<file path="src/rtl/alu_busy_ctrl.sv">
// alu_busy_ctrl: busy/writeback tracking for up to two ALU lanes.
//   Each lane accepts a one-hot issue from the issue selector. It runs for
//   lat+1 cycles and then waits for the shared writeback bus. A round-robin
//   arbiter with a grant lock picks which waiting lane presents its result.
// Ports:
//   clk, rst (sync, active-high), ce (clock enable)
//   issue0/lat0, issue1/lat1 : one-hot issue vector + extra execute cycles
//   flush                    : branch-miss flush, drops all in-flight work
//   wb_ready                 : result bus accepts the presented result
//   alu0_idle, alu1_idle     : lane can accept an issue (registered state only)
//   wb_v, wb_tag, wb_alu     : presented result (tag/lane zero when !wb_v)
//   issue_err                : sticky protocol-error flag (cleared by rst)

// One ALU lane: IDLE -> EXEC (cnt down) -> WAIT (request writeback) -> IDLE.
module alu_busy_lane #(
   parameter int IQ_ENTRIES = 8,
   parameter int TAGW       = 3,
   parameter int LATW       = 4
) (
   input  logic                  clk,
   input  logic                  rst,
   input  logic                  ce,
   input  logic                  i_en,
   input  logic                  i_flush,
   input  logic [IQ_ENTRIES-1:0] i_issue,
   input  logic [LATW-1:0]       i_lat,
   input  logic                  i_accept,
   output logic                  o_idle,
   output logic                  o_wait,
   output logic [TAGW-1:0]       o_tag,
   output logic                  o_err
);
   typedef enum logic [1:0] {S_IDLE, S_EXEC, S_WAIT} state_t;

   state_t            r_state, w_state_nxt;
   logic [LATW-1:0]   r_cnt, w_cnt_nxt;
   logic [TAGW-1:0]   r_tag, w_tag_nxt;
   logic [TAGW-1:0]   w_enc;
   logic              w_onehot;

   // OR-encoding is exact for a one-hot vector; other vectors are rejected anyway.
   always_comb begin
      w_enc = '0;
      for (int i = 0; i < IQ_ENTRIES; i++)
         if (i_issue[i]) w_enc = w_enc | TAGW'(i);
      w_onehot = (i_issue != '0) && ((i_issue & (i_issue - IQ_ENTRIES'(1))) == '0);
   end

   always_comb begin
      w_state_nxt = r_state;
      w_cnt_nxt   = r_cnt;
      w_tag_nxt   = r_tag;
      if (!i_en || i_flush) begin
         w_state_nxt = S_IDLE;
         w_cnt_nxt   = '0;
      end else begin
         case (r_state)
            S_IDLE: if (w_onehot) begin
               w_tag_nxt   = w_enc;
               w_cnt_nxt   = i_lat;
               w_state_nxt = (i_lat == '0) ? S_WAIT : S_EXEC;
            end
            S_EXEC: begin
               w_cnt_nxt = r_cnt - LATW'(1);
               if (r_cnt == LATW'(1)) w_state_nxt = S_WAIT;
            end
            S_WAIT: if (i_accept) w_state_nxt = S_IDLE;
            default: w_state_nxt = S_IDLE;
         endcase
      end
   end

   always_ff @(posedge clk) begin
      if (rst) begin
         r_state <= S_IDLE;
         r_cnt   <= '0;
         r_tag   <= '0;
      end else if (ce) begin
         r_state <= w_state_nxt;
         r_cnt   <= w_cnt_nxt;
         r_tag   <= w_tag_nxt;
      end
   end

   assign o_idle = (r_state == S_IDLE);
   assign o_wait = (r_state == S_WAIT);
   assign o_tag  = r_tag;
   // A flush discards the issue entirely, so it is not judged for protocol errors.
   assign o_err  = ce && i_en && !i_flush && (i_issue != '0) &&
                   ((r_state != S_IDLE) || !w_onehot);
endmodule

module alu_busy_ctrl #(
   parameter int IQ_ENTRIES = 8,
   parameter int TAGW       = 3,
   parameter int LATW       = 4,
   parameter int NUM_ALU    = 2
) (
   input  logic                  clk,
   input  logic                  rst,
   input  logic                  ce,
   input  logic [IQ_ENTRIES-1:0] issue0,
   input  logic [LATW-1:0]       lat0,
   input  logic [IQ_ENTRIES-1:0] issue1,
   input  logic [LATW-1:0]       lat1,
   input  logic                  flush,
   input  logic                  wb_ready,
   output logic                  alu0_idle,
   output logic                  alu1_idle,
   output logic                  wb_v,
   output logic [TAGW-1:0]       wb_tag,
   output logic                  wb_alu,
   output logic                  issue_err
);
   logic [1:0][IQ_ENTRIES-1:0] w_issue;
   logic [1:0][LATW-1:0]       w_lat;
   logic [1:0][TAGW-1:0]       w_tag;
   logic [1:0]                 w_idle, w_wait, w_err, w_accept;
   logic                       w_grant, w_xfer;
   logic                       r_lock, r_lock_lane, r_last_grant, r_err;

   assign w_issue = {issue1, issue0};
   assign w_lat   = {lat1, lat0};

   for (genvar g = 0; g < 2; g++) begin : g_lane
      alu_busy_lane #(.IQ_ENTRIES(IQ_ENTRIES), .TAGW(TAGW), .LATW(LATW)) u_lane (
         .clk     (clk),
         .rst     (rst),
         .ce      (ce),
         .i_en    ((g == 0) || (NUM_ALU > 1)),
         .i_flush (flush),
         .i_issue (w_issue[g]),
         .i_lat   (w_lat[g]),
         .i_accept(w_accept[g]),
         .o_idle  (w_idle[g]),
         .o_wait  (w_wait[g]),
         .o_tag   (w_tag[g]),
         .o_err   (w_err[g])
      );
   end

   // A stalled presentation stays locked on its lane; otherwise both waiting
   // lanes alternate, and a single waiting lane simply wins.
   always_comb begin
      if (r_lock)                      w_grant = r_lock_lane;
      else if (w_wait[0] && w_wait[1]) w_grant = ~r_last_grant;
      else                             w_grant = w_wait[1];
   end

   assign wb_v     = |w_wait;
   assign w_xfer   = ce && !flush && wb_v && wb_ready;
   assign w_accept = {w_xfer && w_grant, w_xfer && !w_grant};

   always_ff @(posedge clk) begin
      if (rst) begin
         r_lock       <= 1'b0;
         r_lock_lane  <= 1'b0;
         r_last_grant <= 1'b1;
         r_err        <= 1'b0;
      end else if (ce) begin
         r_err <= r_err || (|w_err);
         if (flush) begin
            r_lock <= 1'b0;
         end else if (wb_v && !wb_ready) begin
            r_lock      <= 1'b1;
            r_lock_lane <= w_grant;
         end else begin
            r_lock <= 1'b0;
         end
         if (w_xfer) r_last_grant <= w_grant;
      end
   end

   assign alu0_idle = w_idle[0];
   assign alu1_idle = w_idle[1] && (NUM_ALU > 1);
   assign wb_tag    = wb_v ? w_tag[w_grant] : '0;
   assign wb_alu    = wb_v && w_grant;
   assign issue_err = r_err;
endmodule
</file>
<file path="config.mk">
export PLATFORM = sky130hd
export DESIGN_NAME = alu_busy_ctrl
export DESIGN_NICKNAME = d
export VERILOG_FILES = /design/src/rtl/alu_busy_ctrl.sv
export SDC_FILE = /design/constraint.sdc
export NUM_CORES = 1
export LEC_CHECK = 0
export BUFFER_PORTS_ARGS = -buffer_cell sky130_fd_sc_hd__clkbuf_2
export CAP_MARGIN = 15
export CORE_MARGIN = 2
export CORE_UTILIZATION = 50
export DETAILED_ROUTE_END_ITERATION = 6
export PLACE_DENSITY = 0.77
export SLEW_MARGIN = 10
export SYNTH_ARGS = -nofsm -noshare
export SYNTH_HDL_FRONTEND = slang
export SYNTH_HIERARCHICAL = 1
export SYNTH_SLANG_ARGS = --single-unit
</file>
<file path="constraint.sdc">
create_clock -name clk -period 2.4 [get_ports clk]
set_clock_uncertainty 0.15 [all_clocks]
set_input_delay 0.36 -clock clk [delete_from_list [all_inputs] [get_ports clk]]
set_output_delay 0.36 -clock clk [all_outputs]
set_load 0.02 [all_outputs]
</file>
==> flow_summary.ini <==
[clock_network]
clock_latency_ns = 0.31
path_clk_slew_ns = 0.13
cts_root_buf = clkbuf_4
cts_tree = yes
htree_levels = 1
clock-sinks = 22
numCtsBuffers = 3
clk_path_buf_depth = 2

[synth]
synthDistinctLibCells = 51
syn_inst = 229
synth-async-reset-ratio_pct = 0
yosys_warnings = 6
syn_avg_cell_area_um2 = 7.87
synth_edf_count = 0
syn-cell-area_um2 = 1800
ys.flop_type = dfxtp_1
synth-seq-cells = 22
ys_seq_area_share_pct = 24.4

[layout]
syn_to_final_growth_pct = 16.7
layout.nets = 303
post_route_cells_drive_above_1_share_pct = 23.0
diodes = 0
design_area_um2 = 2100

[detailed_routing]
vias_per_cell = 5.88
wirelength_um = 4170
vias = 1853
drt_iter0_drc = 106
dr.pass1.iters = 4
route.detailed.wl_per_inst_um = 13.2
ant_nets = 0
drc = 0

[worst_setup_path]
crit_arrival_ns = 1.74
rr_worst_depth = 10
endpoint_kind = output pin
critPathMaxFanout = 8
crit_path_start_kind = register
rr_startpoint = g_lane[0].u_lane/r_state[1]$_SDFFE_PP0P_
crit_path_start = g_lane[0].u_lane/r_state[1]$_SDFFE_PP0P_
reg2reg_to = g_lane[1].u_lane/r_state[0]$_SDFFE_PP0P_
critical_path_class = register to output pin
rrSetupSlack_ns = 0.24
crit_end = wb_tag[0]
cp.required_ns = 1.89

[die]
num_io_pins = 37
core-area_um2 = 3390
dieArea_um2 = 4100
start_util_pct = 53.2
die_y_um = 64.0
rows = 21
die_w_um = 64.0

[timing]
relSlewSlack_pct = 64.0
rsz0062_at_grt = no
finalCritPeriodShare_pct = 93.7
final-setup-viol-count = 0
finalSetupTns_ns = 0
finalHoldViolations = 0
hold_ws_ns = 0.149
tightest_slew_ns = 0.538
fin_crit_ns = 2.25
fmax_mhz = 445
maxSlewViolCount = 0

[global_route]
grt.total_usage_pct = 22.1
grt_max_degree = 25
grt_first_pass_wirelength_um = 7450
antenna_found_initial = 0
grt_pass1_vias = 1755
grt_overflow = 0

[power]
swShare_pct = 24.9
p_comb_share_pct = 15.8
p_clk_share_pct = 37.0
fin_total_pwr_uw = 779
power.internal_uw = 585
p_leak_nw = 0.874
switching_power_uw = 194
p_per_area_nw_per_um2 = 371
peakVddDrop_mv = 0.579
seq_power_share_pct = 47.3

[placement]
portBuffers = 36
dp_hpwl_um = 3200
gp_congestion = 0.968
place_area_um2 = 2040

[outcome]
run_status = finished, final reports clean

[worst_hold_path]
hold_class = input port to register

[flow_run]
drv_cap = 0
==> cell type report <==
class / instances / area, um^2
clock buffers: 3 / 22.5
clock inverters: 1 / 30.0
fillers: 327 / 1290
inverters: 14 / 52.6
multi-input cells: 185 / 1260
flip-flops and latches: 22 / 440
well taps: 46 / 57.6
repair buffers: 44 / 240
==> state kept, by name, indices dropped and copies added, names as in the netlist <==
register / cells
r_last_grant: 1
issue_err: 1
g_lane.u_lane/r_state: 4
r_lock_lane: 1
g_lane.u_lane/o_tag: 6
g_lane.u_lane/r_cnt: 8
r_lock: 1
==> synth_stat cells, types with 6 or more instances <==
cell / instances / area share [%]
a211oi_1: 6 / 2.5
a21oi_1: 9 / 2.5
a22oi_1: 6 / 2.5
a31oi_1: 9 / 3.1
clkbuf_1: 6 / 1.2
dfxtp_1: 22 / 24
inv_1: 14 / 2.9
nand2_1: 24 / 5.0
nand2b_1: 8 / 2.8
nor2_1: 23 / 4.8
nor4_1: 8 / 2.8
nor4b_1: 8 / 3.9
==> through the flow <==
stage                     std cells  util, %  setup slack [ns]
after detailed placement        311     60.3             0.224
after floorplan                 232        -             0.190
after CTS                       315     61.9             0.117
final                           315     62.0             0.152
after global routing            315     62.0            0.0397
after global placement          311     60.3             0.288
==> cells by family after synthesis <==
kind of cell / synth area share (%)
AO/OA/AOI/OAI: 28.7
AND/OR/NAND/NOR: 30.0
other: 0.208
adder cells (fa/ha/maj): 2.78
buffers and inverters: 6.60
XOR/XNOR: 1.94
multiplexers: 5.28
flip-flops: 24.4
==> placed cells by master (no fill, tap or decap), types with 6 or more instances in the layout <==
cell	count
a211oi_1	6
a21oi_1	9
a31oi_1	9
buf_4	8
clkbuf_2	36
dfxtp_1	22
inv_1	14
nand2_1	24
nand2b_1	8
nor2_1	23
nor4_1	8
nor4b_1	8
==> power groups by stage <==
| stage | combinational (mW) | clock (mW) | sequential, mW |
|---|---|---|---|
| floorplan | 0.0642 | 0 | 0.377 |
| global placement | 0.120 | 0 | 0.376 |
| detailed placement | 0.121 | 0 | 0.376 |
| CTS | 0.122 | 0.293 | 0.368 |
| global route | 0.139 | 0.314 | 0.369 |
| finish | 0.123 | 0.288 | 0.368 |
==> layer usage <==
metal  vias to the layer above  global-route usage, %  part of all wire, %
met5                         -                      0                    0
met4                         0                   5.71                  1.2
met3                         6                   3.87                  3.9
met2                        42                   37.4                   47
met1                       854                   28.8                   48
li1                        951                      -                    -
==> critical path, cell delays in order (launching register included) <==
cell and delay [ns]:
dfxtp_1 0.36, inv_1 0.07, nor2_1 0.17, a21boi_2 0.10, mux2i_4 0.29, mux2i_1 0.24, clkbuf_2 0.19
==> worst min-delay path by stage <==
stage	start	to	slack, ns	depth (start not counted)
CTS	wb_ready	r_last_grant$_SDFFE_PP1P_	0.15	2
finish	wb_ready	r_last_grant$_SDFFE_PP1P_	0.15	2
detailed placement	issue_err$_SDFFE_PP0P_	issue_err$_SDFFE_PP0P_	0.30	2
floorplan	rst	r_lock_lane$_SDFFE_PP0P_	0.28	1
global route	wb_ready	r_last_grant$_SDFFE_PP1P_	0.18	2
global placement	issue_err$_SDFFE_PP0P_	issue_err$_SDFFE_PP0P_	0.29	2
==> what timing repair did <==
action | 4_1_cts | 5_1_grt
setup endpoints to repair | 0 | 1
setup buffers | 0 | 0
hold buffers | 0 | 0
gates resized for setup | 0 | 1
(Power assumes the default switching activity.)
